File: config.mk
export PLATFORM = sky130hd
export DESIGN_NAME = output_arbiter_vc
export DESIGN_NICKNAME = d
export VERILOG_FILES = /design/src/rtl/output_arbiter_vc.sv
export SDC_FILE = /design/constraint.sdc
export NUM_CORES = 1
export LEC_CHECK = 0
export BUFFER_PORTS_ARGS = -buffer_cell sky130_fd_sc_hd__buf_2
export CAP_MARGIN = 10
export CELL_PAD_IN_SITES_DETAIL_PLACEMENT = 1
export CELL_PAD_IN_SITES_GLOBAL_PLACEMENT = 2
export CORE_MARGIN = 5
export CORE_UTILIZATION = 37
export DETAILED_ROUTE_END_ITERATION = 10
export PLACE_DENSITY = 0.89
export SLEW_MARGIN = 20
export SYNTH_ARGS = -nofsm -noshare
export SYNTH_HDL_FRONTEND = slang
export SYNTH_SLANG_ARGS = --single-unit
export TNS_END_PERCENT = 1
File: constraint.sdc
create_clock -name clk -period 3.5 [get_ports clk]
set_clock_uncertainty 0.05 [all_clocks]
set_input_delay 0.35 -clock clk [delete_from_list [all_inputs] [get_ports clk]]
set_output_delay 0.35 -clock clk [all_outputs]
set_load 0.03 [all_outputs]
File: src/rtl/output_arbiter_vc.sv
// Per-output-port VC arbiter: priority + round-robin input selection gated by downstream credits.
// Optional age boost for starved inputs under `OUTARB_AGE_BOOST_EN.
module output_arbiter_vc #(
  parameter int unsigned vc_num      = 3,
  parameter int unsigned prio_num    = 2,
  parameter int unsigned input_num   = 4,
  parameter int unsigned CREDIT_W    = 4,
  parameter int unsigned CREDIT_INIT = 8,
  parameter int unsigned AGE_LIMIT   = 16
) (
  input  logic                                        clk,
  input  logic                                        reset,
  input  logic [vc_num*prio_num-1:0]                  i_request [input_num],
  input  logic                                        i_last,
  input  logic [vc_num*prio_num-1:0]                  i_credit_return,
  output logic                                        o_cts,
  output logic [((input_num > 1) ? $clog2(input_num) : 1)-1:0] o_selected_input,
  output logic [$clog2(vc_num*prio_num)-1:0]          o_selected_ch,
  output logic                                        o_busy,
  output logic                                        o_credit_err
);
  localparam int unsigned CH_NUM = vc_num * prio_num;
  localparam int unsigned IN_W   = (input_num > 1) ? $clog2(input_num) : 1;
  localparam int unsigned CH_W   = $clog2(CH_NUM);
  localparam int unsigned PR_W   = $clog2(prio_num + 1);

  if (CREDIT_INIT >= 2**CREDIT_W || AGE_LIMIT == 0) begin : g_bad_cfg
    $error("output_arbiter_vc: CREDIT_INIT must fit CREDIT_W and AGE_LIMIT must be nonzero");
  end

  typedef enum logic [1:0] {IDLE, GRANT, BUSY} state_t;

  state_t              state, state_next;
  logic [CREDIT_W-1:0] credit [CH_NUM];
  logic [CH_NUM-1:0]   credit_dec;
  logic [IN_W-1:0]     rr_ptr;
  logic [input_num-1:0] cand_vld;
  logic [CH_W-1:0]     cand_ch [input_num];
  logic [PR_W-1:0]     cand_pr [input_num];
  logic                win_vld;
  logic [IN_W-1:0]     win_in;
  logic [CH_W-1:0]     win_ch;
  logic [PR_W-1:0]     best_pr;
  logic [IN_W-1:0]     idx;
  logic                latch;

`ifdef OUTARB_AGE_BOOST_EN
  localparam int unsigned AGE_W = $clog2(AGE_LIMIT + 1);
  logic [AGE_W-1:0] age [input_num];
`endif

  // Per-input candidate: highest eligible prio, lowest vc within it (later loop hits overwrite).
  always_comb begin
    for (int i = 0; i < input_num; i++) begin
      cand_vld[i] = 1'b0;
      cand_ch[i]  = '0;
      cand_pr[i]  = '0;
      for (int p = 0; p < prio_num; p++) begin
        for (int v = vc_num - 1; v >= 0; v--) begin
          if (i_request[i][p*vc_num+v] && (credit[p*vc_num+v] != '0)) begin
            cand_vld[i] = 1'b1;
            cand_ch[i]  = CH_W'(p*vc_num + v);
            cand_pr[i]  = PR_W'(p);
          end
        end
      end
`ifdef OUTARB_AGE_BOOST_EN
      if (age[i] == AGE_W'(AGE_LIMIT)) cand_pr[i] = PR_W'(prio_num);
`endif
    end
  end

  // Winner: scan from rr_ptr, only a strictly higher prio displaces, so ties go round-robin.
  always_comb begin
    win_vld = 1'b0;
    win_in  = '0;
    win_ch  = '0;
    best_pr = '0;
    idx     = '0;
    for (int j = 0; j < input_num; j++) begin
      idx = IN_W'((32'(rr_ptr) + 32'(j)) % input_num);
      if (cand_vld[idx] && (!win_vld || cand_pr[idx] > best_pr)) begin
        win_vld = 1'b1;
        win_in  = idx;
        win_ch  = cand_ch[idx];
        best_pr = cand_pr[idx];
      end
    end
  end

  always_comb begin
    state_next = state;
    latch      = 1'b0;
    case (state)
      IDLE: begin
        if (win_vld) begin
          state_next = GRANT;
          latch      = 1'b1;
        end
      end
      GRANT:   state_next = i_last ? IDLE : BUSY;
      BUSY:    if (i_last) state_next = IDLE;
      default: state_next = IDLE;
    endcase
  end

  always_ff @(posedge clk) begin
    if (reset) begin
      state            <= IDLE;
      o_cts            <= 1'b0;
      o_busy           <= 1'b0;
      o_selected_input <= '0;
      o_selected_ch    <= '0;
      rr_ptr           <= '0;
    end else begin
      state  <= state_next;
      o_cts  <= latch;
      o_busy <= (state_next != IDLE);
      if (latch) begin
        o_selected_input <= win_in;
        o_selected_ch    <= win_ch;
      end
      if (state != IDLE && state_next == IDLE)
        rr_ptr <= IN_W'((32'(o_selected_input) + 32'd1) % input_num);
    end
  end

  always_comb begin
    for (int k = 0; k < CH_NUM; k++)
      credit_dec[k] = (state == GRANT) && (o_selected_ch == CH_W'(k));
  end

  // Credit counters; a return on a full channel saturates and flags the sticky error.
  always_ff @(posedge clk) begin
    if (reset) begin
      for (int k = 0; k < CH_NUM; k++) credit[k] <= CREDIT_W'(CREDIT_INIT);
      o_credit_err <= 1'b0;
    end else begin
      for (int k = 0; k < CH_NUM; k++) begin
        if (i_credit_return[k] && !credit_dec[k]) begin
          if (credit[k] == CREDIT_W'(CREDIT_INIT)) o_credit_err <= 1'b1;
          else                                     credit[k] <= credit[k] + CREDIT_W'(1);
        end else if (credit_dec[k] && !i_credit_return[k]) begin
          credit[k] <= credit[k] - CREDIT_W'(1);
        end
      end
    end
  end

`ifdef OUTARB_AGE_BOOST_EN
  // Age counts cycles an input waits with eligible work; saturates at AGE_LIMIT.
  always_ff @(posedge clk) begin
    if (reset) begin
      for (int i = 0; i < input_num; i++) age[i] <= '0;
    end else begin
      for (int i = 0; i < input_num; i++) begin
        if (!cand_vld[i] || (latch && win_in == IN_W'(i))) age[i] <= '0;
        else if (age[i] != AGE_W'(AGE_LIMIT))              age[i] <= age[i] + AGE_W'(1);
      end
    end
  end
`endif

endmodule

* Word level (Yosys, flattened, before mapping)
Memory sizes are Yosys's and may differ from the RTL's.
Cells that the tools add are included.
** Operators by class
- $add $sub $neg :: 16
- Multiply operators :: 0
- Div/mod/pow operators :: 0
- Order comparisons :: 11
- Equal/unequal tests :: 13
- Shift operators :: 0
- Muxes and demuxes :: 188
- Bitwise gates (word level) :: 16
- Reduce and logical (&&, ||, !) cells :: 75
** Operators with widths (count)
- $mux 1 :: 101
- $mux 3 :: 30
- $mux 2 :: 32
- $mux 4 :: 12
- $logic_and 1x1->1 :: 46
- $add 4x1->4 const B :: 6
- $bmux 3 s2 :: 4
- $eq 4x4->1 const B :: 6
- $reduce_bool 4->1 :: 6
- $sub 4x1->4 const B :: 6
- $bmux 2 s2 :: 4
- $logic_not 1->1 :: 15
- $ge 3x3->1 const B :: 4
- $lt 2x3->1 const B :: 4
- $not 2->3 :: 4
- $or 1x1->1 :: 12
- $bmux 1 s2 :: 4
- $eq 3x2->1 const B :: 2
- $eq 3x3->1 const B :: 2
- $gt 2x2->1 :: 3
- $pmux 2 s3 :: 1
- $add 2x1->2 const B :: 2
- $add 2x2->2 const B :: 2
- $logic_not 2->1 :: 2
- 6 further kinds :: 9
** Storage, ports and cells
- Register bits :: 12
- Bits in latches :: 0
- Memory bits (writable) :: 24
- Memory bits (read-only) :: 0
- Input bits :: 33
- Output and inout bits :: 8
- Memories :: 1
** Memories
- credit :: depth 6, bits a word 4, rd ports 6, clocked after Yosys merged registers in 0, write ports 6, line 34 : logic [CREDIT_W-1:0] credit [CH_NUM];

* Logic depth before layout (Yosys ltp)
An unclocked memory read counts as a cell.
- Word-level depth :: 28
- Gate-level depth with buffers :: 12
- Depth with buffers taken out :: 12

* Least setup slack after synthesis
Ideal clock, no wire load.
- Path type :: register to register
- From :: mem credit[5][0]
- To :: reg o_selected_ch[0]
- Library setup time :: 0.133 ns
- Arrival time :: 2.914 ns
- Required time :: 3.317 ns
- Path slack :: 0.402 ns
- Stages on the path, launching flop included :: 13
- Buffers on the path :: 1
- Cells stage by stage :: edfxtp_1 > inv_1 > ha_1 > or3b_1 > buf_2 > a221oi_4 > o22ai_1 > a32oi_2 > a32oi_4 > and3_1 > a2111oi_0 > a211o_1 > a31oi_1
** RTL lines
- start, declared :: line 34
- end signal, assigned :: line 121 : o_selected_ch <= win_ch;
- end, declared :: line 18 : output logic [$clog2(vc_num*prio_num)-1:0] o_selected_ch,

==> key figures <==
Routing
  – Post-DR wirelength/cell: 19.1 um
  – Met2 WL post-DR: 5.78 mm
  – Top layer reached by signal wires: met5
  – First-pass iteration count of the detailed router: 4
  – First-iteration detailed-routing DRC count: 197
  – Total wire length after detailed routing: 11.7 mm
  – Metal-1 WL: 5.44 mm
  – Number of nets with antenna violations after routing: 0
  – Via count: 3567
  – Routed vias/inst: 5.82
  – Post-route DRC: 0
  – Total length of routed met3 wires: 356 um

Hold path
  – Worst min-delay path class: in2reg
  – Hold Path Sink: state[1]
  – Beginning of the worst hold path: i_last
  – Hold Crit Depth: 2

Synth
  – Register area share after synthesis: 0.260
  – Net count after synthesis: 474
  – Area fraction of the dominant cell type after synthesis: 0.195
  – Count of flip-flops with a built-in enable after synthesis: 24
  – Synth area leader: edfxtp_1
  – Post-synth ARST share: 0
  – Mean instance size in the synthesized netlist: 8.72 um2
  – Most used flip-flop cell after synthesis: edfxtp_1
  – Yosys warning total: 0
  – Synth area leaders: edfxtp_1, dfxtp_1, nor2_1, ha_1, mux2i_1
  – Commonest cells in the synthesized netlist: nor2_1, inv_1, nand2_1, edfxtp_1, a21oi_1
  – Seq cells post-synth: 36
  – Most frequent cell after synthesis: nor2_1
  – Gate count of the mapped netlist: 424
  – Cell area after technology mapping: 3700 um2
  – Unique cell type count in the Yosys netlist: 74

Final layout
  – Fillers: 1205
  – Diode count: 0
  – Count of non-filler cells in the finished layout: 613
  – Relative area change from synthesis to final layout: 16.5%
  – Fraction of final layout cells sized beyond drive strength 1: 0.240
  – Layout Cell Area excl Fill: 4310 um2
  – NumNets Final: 529
  – Multi-input logic area: 2520 um2
  – Sequential cell area in the final layout: 961 um2

Place
  – Number of buffers inserted by port buffering: 40
  – HPWL after detailed placement: 9.62 mm
  – Placed instance area: 4140 um2
  – Final weighted congestion in routability-driven placement: 0.953
  – Number of cells in the design after placement: 600
  – Place WS: 0.0439 ns

Setup path
  – Setup crit start kind: flop
  – Slack of the worst reg-to-reg path: 0.17 ns
  – Critical path arrival: 3.48 ns
  – CP cell instances: inv_1 > ha_2 > or3b_4 > a221oi_4 > o22ai_1 > nor4_2 > a41oi_2 > or2_1 > mux4_2 > a221oi_2
  – Startpoint of the worst register-to-register path: credit[5][0]
  – Crit end category: flop
  – Crit path required time: 3.65 ns
  – Worst path slowest cell: or3b_4
  – Endpoint of the worst-slack reg-to-reg timing path: o_selected_ch[1]
  – Maximum fanout along the worst path: 6
  – Depth of the worst register-to-register path: 10
  – Crit Path Class: reg2reg
  – Worst path max stage delay: 0.47 ns

STA
  – Count of final hold-check violations: 0
  – Count of pins over their slew limit: 0
  – Final Worst Setup Slack: 0.171 ns
  – Slew at the pin closest to its max-slew limit: 0.645 ns
  – Setup violation total in the final timing report: 0
  – Period minus WS final: 3.33 ns
  – Headroom to the max-slew limit: 0.564
  – Achievable frequency: 300 MHz
  – Final cycle utilization of the critical path: 0.951
  – Setup TNS after final layout: 0 ns

Floorplan
  – X dimension of the die: 110 um
  – Die span in y: 110 um
  – Placeable core region: 9770 um2
  – Initial cell density of the core: 0.378
  – Total die area: 12100 um2
  – Number of cell rows: 36
  – Boundary pin count: 41

Global route
  – Largest net degree at the start of global routing: 28
  – Antenna violations before repair: 1
  – Vias in the first global route: 3657
  – First-pass GRT wire length: 19.0 mm
  – Overflow left after global routing: 0
  – Overall fraction of global-route tracks in use: 0.202

Clock tree
  – Hold-fix buffers at CTS: 0
  – Clk sink count: 36
  – Clock buffers created by TritonCTS: 5
  – Clk pin slew, worst setup/hold paths: 0.08 ns
  – Clock latency at the later pin of the worst-skew pair: 0.29 ns
  – Clock H-tree levels: 2
  – Maximum number of buffers from clock root to sink: 2
  – TritonCTS clock tree: yes
  – Clock tree root buffer cell: clkbuf_8

Power and ir drop
  – Leakage power: 1.75 nW
  – Total chip power: 1.55 mW
  – Maximum vdd ir drop: 0.000262 V
  – Power Density: 360 nW/um2

Run
  – Max_cap viols: 0

Run status
  – Outcome: finished clean
[metrics by stage]
step	hold WS (ns)	util
final	0.196	0.441
after global routing	0.218	0.441
after CTS	0.191	0.435
after detailed placement	0.438	0.424
after global placement	0.420	0.424
after floorplan	0.385	-
[worst max-delay path by stage]
| stage | start | slack (ns) | cells after the start | end |
|---|---|---|---|---|
| 4_1_cts | credit[5][0] | 0.009 | 11 | o_selected_ch[0] |
| 5_1_grt | credit[5][0] | -0.02 | 10 | o_selected_ch[1] |
| 3_5_place_dp | credit[5][0] | 0.04 | 11 | o_selected_ch[0] |
| 6_report | credit[5][0] | 0.17 | 10 | o_selected_ch[1] |
| 2_1_floorplan | credit[5][0] | 0.40 | 12 | o_selected_ch[0] |
| 3_3_place_gp | credit[5][0] | 0.22 | 10 | o_selected_ch[1] |
[registers in the layout, indices dropped and copies added (netlist names)]
register and flops:
o_selected_ch 3, o_cts 1, o_credit_err 1, o_selected_input 2, rr_ptr 2, credit 24, state 2, o_busy 1
[worst max-delay path: cells and delay by family, from the launching register on]
family / cells / cell delay [ns]
AOI/OAI and AO/OA: 4 / 0.90
adders and majority gates: 1 / 0.21
buffers and inverters: 1 / 0.10
DFF: 1 / 0.42
muxes: 1 / 0.46
and+or+nand+nor: 3 / 1.09
[cell type report]
cell class                 instances  area share
multi-input combinational        337       0.586
sequential                        36       0.223
timing repair buffer              74       0.106
tap                              133      0.0386
inverter                          25      0.0218
clock buffer                       6      0.0169
clock inverter                     2     0.00813
[layer usage]
layer  vias up  global-route usage
met1      1754               0.264
met2        66               0.357
li1       1731                   -
met5         -                   0
met3        14              0.0264
met4         2              0.0392
[power breakdown]
group	switching, mW	total (mW)	internal, mW
Combinational	0.336	0.572	0.236
Sequential	0.0870	0.603	0.516
Clock	0.161	0.373	0.212
Total	0.584	1.55	0.964
[kinds of logic after synthesis]
kind of cell / after synthesis / synth area share
multiplexers: 19 / 0.0559
buffers and inverters: 51 / 0.0630
AO/OA/AOI/OAI: 134 / 0.299
adder cells (fa/ha/maj): 18 / 0.0704
AND/OR/NAND/NOR: 152 / 0.216
flip-flops: 36 / 0.260
XOR/XNOR: 14 / 0.0352
[cell usage in the layout (no fill, tap or decap), types with 4 or more instances in the layout]
cell type  netlist  layout
nand2_1         25      25
nor3_1          11      11
a32oi_1          4       4
or2_2            5       5
o41a_1           6       6
o41ai_1         11      11
inv_1           25      25
dfxtp_1         12      12
nand3_1         10      10
fa_1             5       5
or3_1           16      16
o2111ai_1        9       8
a21o_1           7       7
a21oi_1         22      22
buf_2            9      40
nor2_1          45      45
o41ai_2          6       6
xor2_1          10      10
o21ai_0         21      21
o22ai_1          5       5
and3_1           4       4
buf_4            0      34
edfxtp_1        24      24
a31oi_1          4       4
clkbuf_8         0       5
a211oi_1         5       5
a211o_1          4       4
mux2i_1         15      15
ha_1            12      11
nand2b_1        11      11
[timing repair]
item | in CTS | in global routing
hold endpoints to repair | 0 | 0
gates resized for setup | 0 | 5
buffers inserted | 0 | 5
endpoints found under the setup margin | 0 | 5
(Power assumes the default switching activity.)
